[config.mk]
export PLATFORM = sky130hd
export DESIGN_NAME = pipe_hazard_tracker_flat
export DESIGN_NICKNAME = d
export VERILOG_FILES = /design/src/rtl/pipe_hazard_tracker_pkg.sv /design/src/rtl/pipe_hazard_tracker_if.sv /design/src/rtl/pipe_hazard_tracker_match.sv /design/src/rtl/pipe_hazard_tracker.sv /design/src/flat_wrapper.sv
export SDC_FILE = /design/constraint.sdc
export NUM_CORES = 1
export LEC_CHECK = 0
export BUFFER_PORTS_ARGS = -buffer_cell sky130_fd_sc_hd__buf_2
export CORE_MARGIN = 2
export CORE_UTILIZATION = 45
export CTS_CLUSTER_SIZE = 28
export DETAILED_ROUTE_END_ITERATION = 16
export PLACE_DENSITY_LB_ADDON = 0.12
export SLEW_MARGIN = 20
export SYNTH_ARGS = -nofsm -noshare
export SYNTH_HDL_FRONTEND = slang
export SYNTH_SLANG_ARGS = --single-unit
export TNS_END_PERCENT = 20
[constraint.sdc]
create_clock -name clk -period 5.7 [get_ports clk]
set_input_delay 1.14 -clock clk [delete_from_list [all_inputs] [get_ports clk]]
set_output_delay 1.14 -clock clk [all_outputs]
set_load 0.005 [all_outputs]
[src/rtl/pipe_hazard_tracker_pkg.sv]
// Shared types and constants for the decode-side hazard tracker.
// Latency: none (types, constants and a pure helper only).
// Backpressure: none.
package hazard_pkg;

   // Widest register address the chain can hold; narrower addresses are zero-extended.
   localparam int RD_MAX_W = 8;

   // Forward select meaning "take the register-file operand".
   localparam int fwd_none = 0;

   // One in-flight writer: index 0 is EX, DEPTH-1 is WB.
   typedef struct packed {
      logic                valid;
      logic [RD_MAX_W-1:0] rd;
      logic                load;
   } chain_entry_t;

   // First stage index at which a producer's result can be forwarded.
   function automatic int ready_stage(input logic is_load, input int rdy_alu, input int rdy_load);
      return is_load ? rdy_load : rdy_alu;
   endfunction

endpackage

[src/rtl/pipe_hazard_tracker_if.sv]
// Decode-stage hazard request/response bundle.
// Latency: stall is combinational; forward selects and counters are registered.
// Backpressure: stall holds IF/ID; there is no other flow control.
interface pipe_hazard_tracker_if #(
   parameter int ADDR_W = 5,
   parameter int DEPTH  = 3,
   parameter int CNT_W  = 32
);
   localparam int SEL_W = $clog2(DEPTH);

   logic              id_valid;
   logic [ADDR_W-1:0] id_rs1;
   logic [ADDR_W-1:0] id_rs2;
   logic              id_use1;
   logic              id_use2;
   logic [ADDR_W-1:0] id_rd;
   logic              id_wen;
   logic              id_load;
   logic              flush;
   logic              stall;
   logic [SEL_W-1:0]  fwd_a;
   logic [SEL_W-1:0]  fwd_b;
   logic [CNT_W-1:0]  stall_cnt;
   logic [CNT_W-1:0]  flush_cnt;

   // Decode side: presents the issuing instruction, consumes stall/selects.
   modport master (
      output id_valid, id_rs1, id_rs2, id_use1, id_use2, id_rd, id_wen, id_load, flush,
      input  stall, fwd_a, fwd_b, stall_cnt, flush_cnt
   );

   // Tracker side.
   modport slave (
      input  id_valid, id_rs1, id_rs2, id_use1, id_use2, id_rd, id_wen, id_load, flush,
      output stall, fwd_a, fwd_b, stall_cnt, flush_cnt
   );
endinterface

[src/rtl/pipe_hazard_tracker_match.sv]
// Youngest-match priority encoder of one source address over the write chain.
// Latency: combinational.
// Backpressure: none.
module hazard_match
   import hazard_pkg::*;
#(
   parameter int ADDR_W   = 5,
   parameter int DEPTH    = 3,
   parameter int ZERO_REG = 1
) (
   input  chain_entry_t              chain [DEPTH],
   input  logic [ADDR_W-1:0]         src,
   input  logic                      use_src,
   output logic                      hit,
   output logic [$clog2(DEPTH)-1:0]  idx,
   output logic                      is_load
);
   localparam int IDX_W = $clog2(DEPTH);

   logic src_ok;

   // Scan oldest to youngest so the lowest matching index is the one left standing.
   always_comb begin
      hit     = 1'b0;
      idx     = '0;
      is_load = 1'b0;
      src_ok  = use_src && !((ZERO_REG != 0) && (src == '0));
      for (int k = DEPTH - 1; k >= 0; k--) begin
         if (src_ok && chain[k].valid && (chain[k].rd == RD_MAX_W'(src))) begin
            hit     = 1'b1;
            idx     = IDX_W'(k);
            is_load = chain[k].load;
         end
      end
   end
endmodule

[src/rtl/pipe_hazard_tracker.sv]
// In-flight write chain producing the ID stall and registered EX forward selects.
// Latency: stall is combinational; fwd_a/fwd_b land one cycle later in the consumer's EX cycle.
// Backpressure: stall holds IF/ID and bubbles EX; flush overrides stall.
module pipe_hazard_tracker
   import hazard_pkg::*;
#(
   parameter int ADDR_W   = 5,
   parameter int DEPTH    = 3,
   parameter int RDY_ALU  = 1,
   parameter int RDY_LOAD = 2,
   parameter int ZERO_REG = 1,
   parameter int CNT_W    = 32
) (
   input logic                 clk,
   input logic                 rst,
   pipe_hazard_tracker_if.slave hz
);
   localparam int SEL_W = $clog2(DEPTH);

   chain_entry_t     chain [DEPTH];
   logic             hit_a, hit_b;
   logic             load_a, load_b;
   logic [SEL_W-1:0] idx_a, idx_b;
   logic [SEL_W-1:0] sel_a, sel_b;
   logic             haz_a, haz_b;
   logic             rd_is_zero;
   logic             issue;
   logic             no_fwd;

   // Producer at k reaches stage k+1 in the consumer's EX; stall while that is short of ready.
   // WB (k = DEPTH-1) never stalls because the register file writes through.
   function automatic logic src_haz(input logic hit, input logic [SEL_W-1:0] idx, input logic ld);
      return hit && (int'(idx) <= DEPTH - 2) &&
             (int'(idx) + 1 < ready_stage(ld, RDY_ALU, RDY_LOAD));
   endfunction

   function automatic logic [SEL_W-1:0] src_sel(input logic hit, input logic [SEL_W-1:0] idx);
      return (hit && (int'(idx) <= DEPTH - 2)) ? SEL_W'(int'(idx) + 1) : SEL_W'(fwd_none);
   endfunction

   hazard_match #(.ADDR_W(ADDR_W), .DEPTH(DEPTH), .ZERO_REG(ZERO_REG)) u_match_a (
      .chain   (chain),
      .src     (hz.id_rs1),
      .use_src (hz.id_use1),
      .hit     (hit_a),
      .idx     (idx_a),
      .is_load (load_a)
   );

   hazard_match #(.ADDR_W(ADDR_W), .DEPTH(DEPTH), .ZERO_REG(ZERO_REG)) u_match_b (
      .chain   (chain),
      .src     (hz.id_rs2),
      .use_src (hz.id_use2),
      .hit     (hit_b),
      .idx     (idx_b),
      .is_load (load_b)
   );

   assign haz_a = src_haz(hit_a, idx_a, load_a);
   assign haz_b = src_haz(hit_b, idx_b, load_b);
   assign sel_a = src_sel(hit_a, idx_a);
   assign sel_b = src_sel(hit_b, idx_b);

   // Flush kills the ID instruction, so it also masks any stall it would have raised.
   assign hz.stall   = hz.id_valid & ~hz.flush & (haz_a | haz_b);
   assign rd_is_zero = (ZERO_REG != 0) && (hz.id_rd == '0);
   assign issue      = hz.id_valid & hz.id_wen & ~hz.stall & ~hz.flush & ~rd_is_zero;
   assign no_fwd     = hz.stall | hz.flush | ~hz.id_valid;

   // Shift the chain every cycle; entry 0 takes the issuing writer or a bubble.
   always_ff @(posedge clk or posedge rst) begin
      if (rst) begin
         for (int k = 0; k < DEPTH; k++) chain[k] <= '0;
      end else begin
         chain[0] <= issue ? '{valid: 1'b1, rd: RD_MAX_W'(hz.id_rd), load: hz.id_load} : '0;
         for (int k = 1; k < DEPTH; k++) chain[k] <= chain[k-1];
      end
   end

   // Register the EX operand selects; a bubble or killed instruction forwards nothing.
   always_ff @(posedge clk or posedge rst) begin
      if (rst) begin
         hz.fwd_a <= SEL_W'(fwd_none);
         hz.fwd_b <= SEL_W'(fwd_none);
      end else begin
         hz.fwd_a <= no_fwd ? SEL_W'(fwd_none) : sel_a;
         hz.fwd_b <= no_fwd ? SEL_W'(fwd_none) : sel_b;
      end
   end

   // Saturating stall/flush event counters for profiling.
   always_ff @(posedge clk or posedge rst) begin
      if (rst) begin
         hz.stall_cnt <= '0;
         hz.flush_cnt <= '0;
      end else begin
         if (hz.stall && (hz.stall_cnt != '1)) hz.stall_cnt <= hz.stall_cnt + CNT_W'(1);
         if (hz.flush && (hz.flush_cnt != '1)) hz.flush_cnt <= hz.flush_cnt + CNT_W'(1);
      end
   end
endmodule

[src/flat_wrapper.sv]
// flat-port wrapper written by rule: the top's interface ports become plain ports
module pipe_hazard_tracker_flat import hazard_pkg::*;
#(
   parameter int ADDR_W   = 5,
   parameter int DEPTH    = 3,
   parameter int RDY_ALU  = 1,
   parameter int RDY_LOAD = 2,
   parameter int ZERO_REG = 1,
   parameter int CNT_W    = 32
)
  (clk, rst, hz_id_valid, hz_id_rs1, hz_id_rs2, hz_id_use1, hz_id_use2, hz_id_rd, hz_id_wen, hz_id_load, hz_flush, hz_stall, hz_fwd_a, hz_fwd_b, hz_stall_cnt, hz_flush_cnt);
  pipe_hazard_tracker_if #(.ADDR_W(ADDR_W), .DEPTH(DEPTH), .CNT_W(CNT_W)) hz_i ();
  input logic clk;
  input logic rst;
  input wire logic [$bits(hz_i.id_valid)-1:0] hz_id_valid;
  input wire logic [$bits(hz_i.id_rs1)-1:0] hz_id_rs1;
  input wire logic [$bits(hz_i.id_rs2)-1:0] hz_id_rs2;
  input wire logic [$bits(hz_i.id_use1)-1:0] hz_id_use1;
  input wire logic [$bits(hz_i.id_use2)-1:0] hz_id_use2;
  input wire logic [$bits(hz_i.id_rd)-1:0] hz_id_rd;
  input wire logic [$bits(hz_i.id_wen)-1:0] hz_id_wen;
  input wire logic [$bits(hz_i.id_load)-1:0] hz_id_load;
  input wire logic [$bits(hz_i.flush)-1:0] hz_flush;
  output wire logic [$bits(hz_i.stall)-1:0] hz_stall;
  output wire logic [$bits(hz_i.fwd_a)-1:0] hz_fwd_a;
  output wire logic [$bits(hz_i.fwd_b)-1:0] hz_fwd_b;
  output wire logic [$bits(hz_i.stall_cnt)-1:0] hz_stall_cnt;
  output wire logic [$bits(hz_i.flush_cnt)-1:0] hz_flush_cnt;
  assign hz_i.id_valid = hz_id_valid;
  assign hz_i.id_rs1 = hz_id_rs1;
  assign hz_i.id_rs2 = hz_id_rs2;
  assign hz_i.id_use1 = hz_id_use1;
  assign hz_i.id_use2 = hz_id_use2;
  assign hz_i.id_rd = hz_id_rd;
  assign hz_i.id_wen = hz_id_wen;
  assign hz_i.id_load = hz_id_load;
  assign hz_i.flush = hz_flush;
  assign hz_stall = hz_i.stall;
  assign hz_fwd_a = hz_i.fwd_a;
  assign hz_fwd_b = hz_i.fwd_b;
  assign hz_stall_cnt = hz_i.stall_cnt;
  assign hz_flush_cnt = hz_i.flush_cnt;
  pipe_hazard_tracker #(.ADDR_W(ADDR_W), .DEPTH(DEPTH), .RDY_ALU(RDY_ALU), .RDY_LOAD(RDY_LOAD), .ZERO_REG(ZERO_REG), .CNT_W(CNT_W)) u_core (.clk(clk), .rst(rst), .hz(hz_i));
endmodule
==> flow_metrics.env, run 1 <==
export IMPL_outcome="completed"
export IMPL_antenna_found_initial=0
export IMPL_yosysTopAreaCell="dfrtp_1"
export IMPL_slew_headroom_pct=38.58
export IMPL_finalNonFillerCells=645
export IMPL_multiInputGateArea_um2=2066
export IMPL_regArea_um2=2227
export IMPL_drt_first_pass_iters=4
export IMPL_synth_distinct_cells=35
export IMPL_cp_end_kind="primary output"
export IMPL_grt_pass1_vias=3335
export IMPL_yosysTopAreaCellShare_pct=50.60
export IMPL_grt_pass1_wl_mm=16.01
export IMPL_wirelength_mm=9.710
export IMPL_core_region_area_um2=9639
export IMPL_async_flop_share_pct=100.0
export IMPL_synth_top_cells_by_area="dfrtp_1 (51%), xnor2_1 (12%), xor2_1 (6.4%)"
export IMPL_critPathKind="in2out"
export IMPL_avgSynthCellArea_um2=10.68
export IMPL_n_antenna_cell=0
export IMPL_postCtsSetupBuffers=0
export IMPL_rows=36
export IMPL_crit_path_cell_trace="buf_2 > or4_1 > o21a_1 > and4_1 > o31ai_1 > mux2i_1 > inv_1 > fa_1 > a21oi_1 > o22ai_4 > and2_1 > buf_2"
export IMPL_dpl_instance_area_um2=5002
export IMPL_syn_area_um2=4402
export IMPL_crit_top_cell="buf_2"
export IMPL_die_w_um=102.9
export IMPL_hold_buffers=0
export IMPL_cts_resized_gates=0
export IMPL_clock_latency_ns=0.37
export IMPL_vias=3425
export IMPL_cts_root_buf="clkbuf_8"
export IMPL_hold_viol=0
export IMPL_cts_tree="built"
export IMPL_drc=0
export IMPL_vias_per_cell=5.310
export IMPL_start_util_pct=45.66
export IMPL_drtIter0Drc=151
export IMPL_timing_fmax_ghz=0.2014
export IMPL_port_buffers=91
export IMPL_startpoint_type="primary input"
export IMPL_drv_cap=0
export IMPL_synth_seq_cells=89
export IMPL_fin_crit_sh_pct=87.12
export IMPL_hp_class="reg2reg"
export IMPL_cts_buffers=9
export IMPL_critPathSlowestCell="or4_1"
export IMPL_clockBufferDepth=2
export IMPL_numClockSinks=89
export IMPL_arrival_ns=3.83
export IMPL_worst_pin_slew_ns=0.9143
export IMPL_grt_overflow=0
export IMPL_dp_cells=629
export IMPL_skew_ns=0.01330
export IMPL_fin_setup_tns_ns=0
export IMPL_syn_num_nets=443
export IMPL_power_leakage_nw=2.588
export IMPL_htree_num_levels=3
export IMPL_synth_top_cells_by_count="dfrtp_1 (89), xnor2_1 (60), nand4_1 (37)"
export IMPL_syn_to_final_growth_pct=18.02
export IMPL_power_density_nw_per_um2=240.2
export IMPL_path_clk_slew_ns=0.09
export IMPL_yosys_warnings=0
export IMPL_die_area_um2=10590
export IMPL_drv_slew=0
export IMPL_grt_use_total_pct=19.34
export IMPL_synthCells=412
export IMPL_rsz0062_at_grt="no"
export IMPL_synth_edf_count=0
export IMPL_drive_gt1_share_pct=22.46
export IMPL_synthFlopType="dfrtp_1"
export IMPL_final_nets=538
export IMPL_cpPeakStageDelay_ns=0.51
export IMPL_required_ns=4.56
export IMPL_die_h_um=102.9
export IMPL_final_cell_area_um2=5195
export IMPL_setup_viol=0
export IMPL_n_fill_cell=864
export IMPL_gp_congestion=0.8137
export IMPL_synth_seq_area_share_pct=50.60
export IMPL_peakVddDrop_mv=0.1612
export IMPL_dpl_hpwl_mm=7.021
export IMPL_antenna_left=0
export IMPL_grt_max_degree=57
export IMPL_io_pins=92
export IMPL_fin_crit_ns=4.966
export IMPL_path_max_fanout=6
export IMPL_yosysMostFrequentCell="dfrtp_1"
export IMPL_wl_per_cell_um=15.05
[flip-flops by register name (all words and copies together), names as in the netlist]
signal / cells
u_core.chain: 21
u_core.hz.stall_cnt: 32
u_core.hz.flush_cnt: 32
u_core.hz.fwd_a: 2
u_core.hz.fwd_b: 2
[cell type report]
type,instances,share of cell area (%)
inverter,19,1.397
sequential,89,42.87
timing repair buffer,93,9.056
clock inverter,7,1.325
tap,133,3.203
clock buffer,9,2.384
multi-input combinational,295,39.76
[per-layer routing]
layer / track usage [%] / share of wire [%] / vias up
li1: - / - / 1627
met4: 7.287 / 1.4 / 0
met1: 26.45 / 46 / 1703
met3: 4.000 / 5.2 / 12
met2: 30.47 / 47 / 83
met5: 0 / 0 / -
[critical path: cells and delay by family]
kind,cells,cell delay (ns)
AOI/OAI and AO/OA,4,0.86
adders and majority gates,1,0.41
muxes,1,0.15
and+or+nand+nor,3,0.92
buffers and inverters,3,0.35
[cell usage in the layout, fill, tap and decap left out, types with 3 or more instances in the layout]
cell type	count
and2_1	5
nor2_1	20
inv_8	3
nand4_1	37
xor2_1	32
nand3_1	26
buf_2	91
nand2_1	27
xnor2_1	60
or4_1	4
dfrtp_1	89
nor3_1	8
ha_1	6
nand4b_1	3
and3_1	21
and4_1	10
clkbuf_8	9
nor4_1	11
inv_1	18
[metrics by stage]
step / setup slack, ns / hold WS [ns] / util, % / total power [W]
3_5_place_dp: 0.7357 / 0.4075 / 51.90 / 0.0008319
4_1_cts: 0.7336 / 0.4342 / 53.89 / 0.001265
6_report: 0.7344 / 0.4424 / 53.89 / 0.001248
2_1_floorplan: 0.8151 / 0.3597 / - / 0.0007724
5_1_grt: 0.5775 / 0.4436 / 53.89 / 0.001308
3_3_place_gp: 0.7856 / 0.3990 / 51.90 / 0.0008273
[path summary, 6_finish.rpt]
| check | startpoint | slack [ns] | to | cells past startpoint |
|---|---|---|---|---|
| min in group asynchronous | rst | 0.83 | u_core.hz.flush_cnt[28] | 2 |
| max | hz_id_rs2[0] | 0.73 | hz_stall | 12 |
| min reg2reg | u_core.chain[20] | 0.44 | u_core.chain[10] | 0 |
| min | u_core.chain[20] | 0.44 | u_core.chain[10] | 0 |
| max in group asynchronous | rst | 3.76 | u_core.hz.flush_cnt[18] | 3 |
| max reg2reg | u_core.chain[12] | 2.22 | u_core.hz.fwd_a[1] | 12 |
[power breakdown]
part	internal [W]	total (W)	switching (W)
clock network	0.000172	0.000429	0.000256
registers	0.000659	0.000696	0.0000372
logic	0.0000573	0.000122	0.0000652
total	0.000889	0.00125	0.000359
[kinds of logic after synthesis]
kind of cell	Yosys count	synth area share, %
AND/OR/NAND/NOR	182	23.34
flip-flops	89	50.60
buffers and inverters	28	2.473
XOR/XNOR	92	18.31
adder cells (fa/ha/maj)	8	2.615
AO/OA/AOI/OAI	9	1.677
multiplexers	4	0.9948
Power figures use the tool's default switching activity.
==> run 2: changes to the inputs <==
- CORE_UTILIZATION: 45 -> 55
- SYNTH_HIERARCHICAL: default -> 1
==> run 2 against run 1 <==
- worst hold slack got worse by 0.046 ns
- sequential share of layout area fell by 2.7 points
- area after synthesis increased by 6.6%
- sequential power about the same
- maximum frequency is 1.1% higher
- critical path depth up 3
- cell area increased by 6.7%
- register-to-register slack worse by 0.13 ns
- flip-flop and latch count unchanged
- clock skew decreased by 0.0029 ns
- die area decreased by 12%
- global-route usage increased by 4.2 points
- largest power group unchanged
==> flow_metrics.env, run 2 <==
export IMPL_outcome="completed"
export IMPL_required_ns=4.56
export IMPL_crit_top_cell="inv_1"
export IMPL_hold_buffers=0
export IMPL_post_place_ws_ns=0.8153
export IMPL_cp_end_kind="primary output"
export IMPL_final_common_cell="buf_2"
export IMPL_p_sw_share_pct=26.05
export IMPL_antenna_left=0
export IMPL_worst_pin_slew_ns=0.8245
export IMPL_core_region_area_um2=8258
export IMPL_antenna_found_initial=0
export IMPL_vias_per_cell=5.535
export IMPL_wl_per_cell_um=15.18
export IMPL_drv_slew=0
export IMPL_arrival_ns=3.77
export IMPL_drive_gt1_share_pct=22.82
export IMPL_path_delay_family="simple AND/OR/NAND/NOR gates"
export IMPL_path_max_fanout=5
export IMPL_setup_viol=0
export IMPL_numClockSinks=89
export IMPL_final_nets=602
export IMPL_p_int_w=0.0009361
export IMPL_startpoint_type="primary input"
export IMPL_synth_seq_cells=89
export IMPL_cts_root_buf="clkbuf_8"
export IMPL_finalNonFillerCells=679
export IMPL_pwr_share_seq_pct=55.1
export IMPL_gp_congestion=0.8246
export IMPL_synth_seq_area_share_pct=47.45
export IMPL_critPathSlowestCell="or4_1"
export IMPL_clockBufferDepth=2
export IMPL_grt_pass1_wl_mm=17.06
export IMPL_avgSynthCellArea_um2=10.34
export IMPL_yosysTopAreaCellShare_pct=47.45
export IMPL_n_fill_cell=678
export IMPL_timing_rr_end="u_core/hz.stall_cnt[1]"
export IMPL_synth_edf_count=0
export IMPL_wirelength_mm=10.31
export IMPL_die_h_um=96.38
export IMPL_drv_cap=0
export IMPL_p_clk_share_pct=34.6
export IMPL_pwr_share_comb_pct=10.3
export IMPL_yosysMostFrequentCell="dfrtp_1"
export IMPL_postCtsSetupBuffers=0
export IMPL_dpl_hpwl_mm=7.598
export IMPL_drt_first_pass_iters=4
export IMPL_htree_num_levels=3
export IMPL_grt_overflow=0
export IMPL_port_buffers=91
export IMPL_vias=3758
export IMPL_power_density_nw_per_um2=228.4
export IMPL_drtIter0Drc=202
export IMPL_slew_headroom_pct=45.03
export IMPL_path_clk_slew_ns=0.09
export IMPL_cp_depth=15
export IMPL_synth_top_cells_by_count="dfrtp_1 (89), xnor2_1 (54), xor2_1 (33)"
export IMPL_hp_class="reg2reg"
export IMPL_grt_use_total_pct=23.59
export IMPL_synth_top_cells_by_area="dfrtp_1 (47%), xnor2_1 (10%), xor2_1 (6.2%)"
export IMPL_yosys_warnings=6
export IMPL_drc=0
export IMPL_rows=33
export IMPL_r2r_start="u_core/chain[9]"
export IMPL_fin_setup_tns_ns=0
export IMPL_hold_viol=0
export IMPL_syn_to_final_growth_pct=18.08
export IMPL_io_pins=92
export IMPL_fin_crit_sh_pct=86.14
export IMPL_die_w_um=96.38
export IMPL_yosysTopAreaCell="dfrtp_1"
export IMPL_power_switching_w=0.0003298
export IMPL_start_util_pct=56.83
export IMPL_crit_path_cell_trace="buf_2 > or4_1 > o21ai_2 > or4_4 > nand2_1 > nor2_1 > inv_1 > ha_1 > inv_1 > ha_1 > nor2_1 > o2111a_1 > o21ai_2 > inv_1 > buf_2"
export IMPL_die_area_um2=9288
export IMPL_reg_top3="u_core/hz.flush_cnt x32, u_core/hz.stall_cnt x32, u_core/chain x21"
export IMPL_cpPeakStageDelay_ns=0.53
export IMPL_skew_ns=0.01040
export IMPL_clock_latency_ns=0.35
export IMPL_async_flop_share_pct=100.0
export IMPL_cts_tree="built"
export IMPL_path_buf_inv=5
export IMPL_rr_worst_depth=14
export IMPL_power_leakage_nw=2.749
export IMPL_cts_resized_gates=0
export IMPL_cp_startpoint="hz_id_rs2[1]"
export IMPL_fin_crit_ns=4.910
export IMPL_synthFlopType="dfrtp_1"
export IMPL_synth_distinct_cells=50
export IMPL_layout_common_cells="buf_2 (91), dfrtp_1 (89), xnor2_1 (54)"
export IMPL_synthCells=454
export IMPL_syn_area_um2=4693
export IMPL_grt_max_degree=68
export IMPL_critPathKind="in2out"
export IMPL_grt_pass1_vias=3578
export IMPL_timing_fmax_ghz=0.2037
export IMPL_worstSetupEndpoint="hz_stall"
export IMPL_rsz0062_at_grt="no"
export IMPL_n_antenna_cell=0
export IMPL_worst_slack_ns=0.7898
export IMPL_power_w=0.001266
export IMPL_cts_buffers=9
export IMPL_ff2ff_setup_slack_ns=2.09
export IMPL_peakVddDrop_mv=0.1099
export IMPL_dp_cells=663
==> run 2: changes by cell type in the layout (fill, tap and decap cells not counted), moves of 5 or more <==
cell | previous run | this run
nor2_1 | 20 | 31
and3_1 | 21 | 16
and4_1 | 10 | 4
conb_1 | 0 | 18
xnor2_1 | 60 | 54
nand3_1 | 26 | 32
nand4_1 | 37 | 29
nor3_1 | 8 | 15
==> run 2: how the worst min path moves through the flow <==
| stage | startpoint | endpoint | slack [ns] | cells past startpoint |
|---|---|---|---|---|
| after floorplan | u_core/chain[29] | u_core/chain[19] | 0.36 | 0 |
| after global placement | u_core/chain[29] | u_core/chain[19] | 0.36 | 0 |
| after detailed placement | u_core/chain[29] | u_core/chain[19] | 0.37 | 0 |
| after CTS | u_core/chain[29] | u_core/chain[19] | 0.40 | 0 |
| after global routing | u_core/chain[29] | u_core/chain[19] | 0.42 | 0 |
| final | u_core/chain[29] | u_core/chain[19] | 0.40 | 0 |
==> run 2: worst register-to-register path, delay by kind of cell (launching register included) <==
family                     cells  cell delay, ns
AOI/OAI and AO/OA              4            0.83
DFF                            1            0.34
muxes                          1            0.36
adders and majority gates      1            0.48
and+or+nand+nor                4            1.07
buffers and inverters          4            0.43
==> run 2: power by group through the flow <==
stage               sequential [W]  clock (W)  combinational [W]
detailed placement        0.000710          0           0.000132
CTS                       0.000697   0.000450           0.000132
global route              0.000704   0.000479           0.000148
global placement          0.000706          0           0.000129
finish                    0.000697   0.000438           0.000131
floorplan                 0.000704          0          0.0000752
==> run 2: routing by layer <==
| layer | track usage [%] | vias to the layer above | routed length, µm |
|---|---|---|---|
| met3 | 4.267 | 7 | 559 |
| met1 | 33.98 | 1826 | 4751 |
| met5 | 0 | - | 0 |
| met2 | 37.15 | 104 | 4908 |
| met4 | 5.986 | 0 | 89 |
| li1 | - | 1821 | - |
==> run 2: area by class of cell <==
cell class,instances,area [µm²],area share [%]
multi-input combinational,357,2439,44.01
sequential,89,2227,40.19
timing repair buffer,94,478.0,8.625
clock buffer,12,145.1,2.619
tap,105,131.4,2.371
inverter,18,68.82,1.242
clock inverter,4,52.55,0.9483
==> run 2: cell families (layout without fill, tap and decap cells) <==
group / count (synthesis) / count (layout) / share of synthesized area (%)
flops: 89 / 89 / 47.45
simple gates: 209 / 209 / 25.62
buf+inv: 25 / 128 / 2.106
mux: 3 / 3 / 0.7997
xor+xnor: 87 / 87 / 16.24
compound gates: 30 / 30 / 4.719
fa+ha+maj: 10 / 10 / 2.986
other cells: 1 / 18 / 0.07990
==> run 2: stage by stage <==
stage | area [µm²] | hold WS, ns | util, %
after global placement | 5336 | 0.3634 | 64.62
after floorplan | 4757 | 0.3581 | -
after CTS | 5534 | 0.3950 | 67.02
after global routing | 5542 | 0.4241 | 67.11
after detailed placement | 5336 | 0.3746 | 64.62
final | 5542 | 0.3960 | 67.11
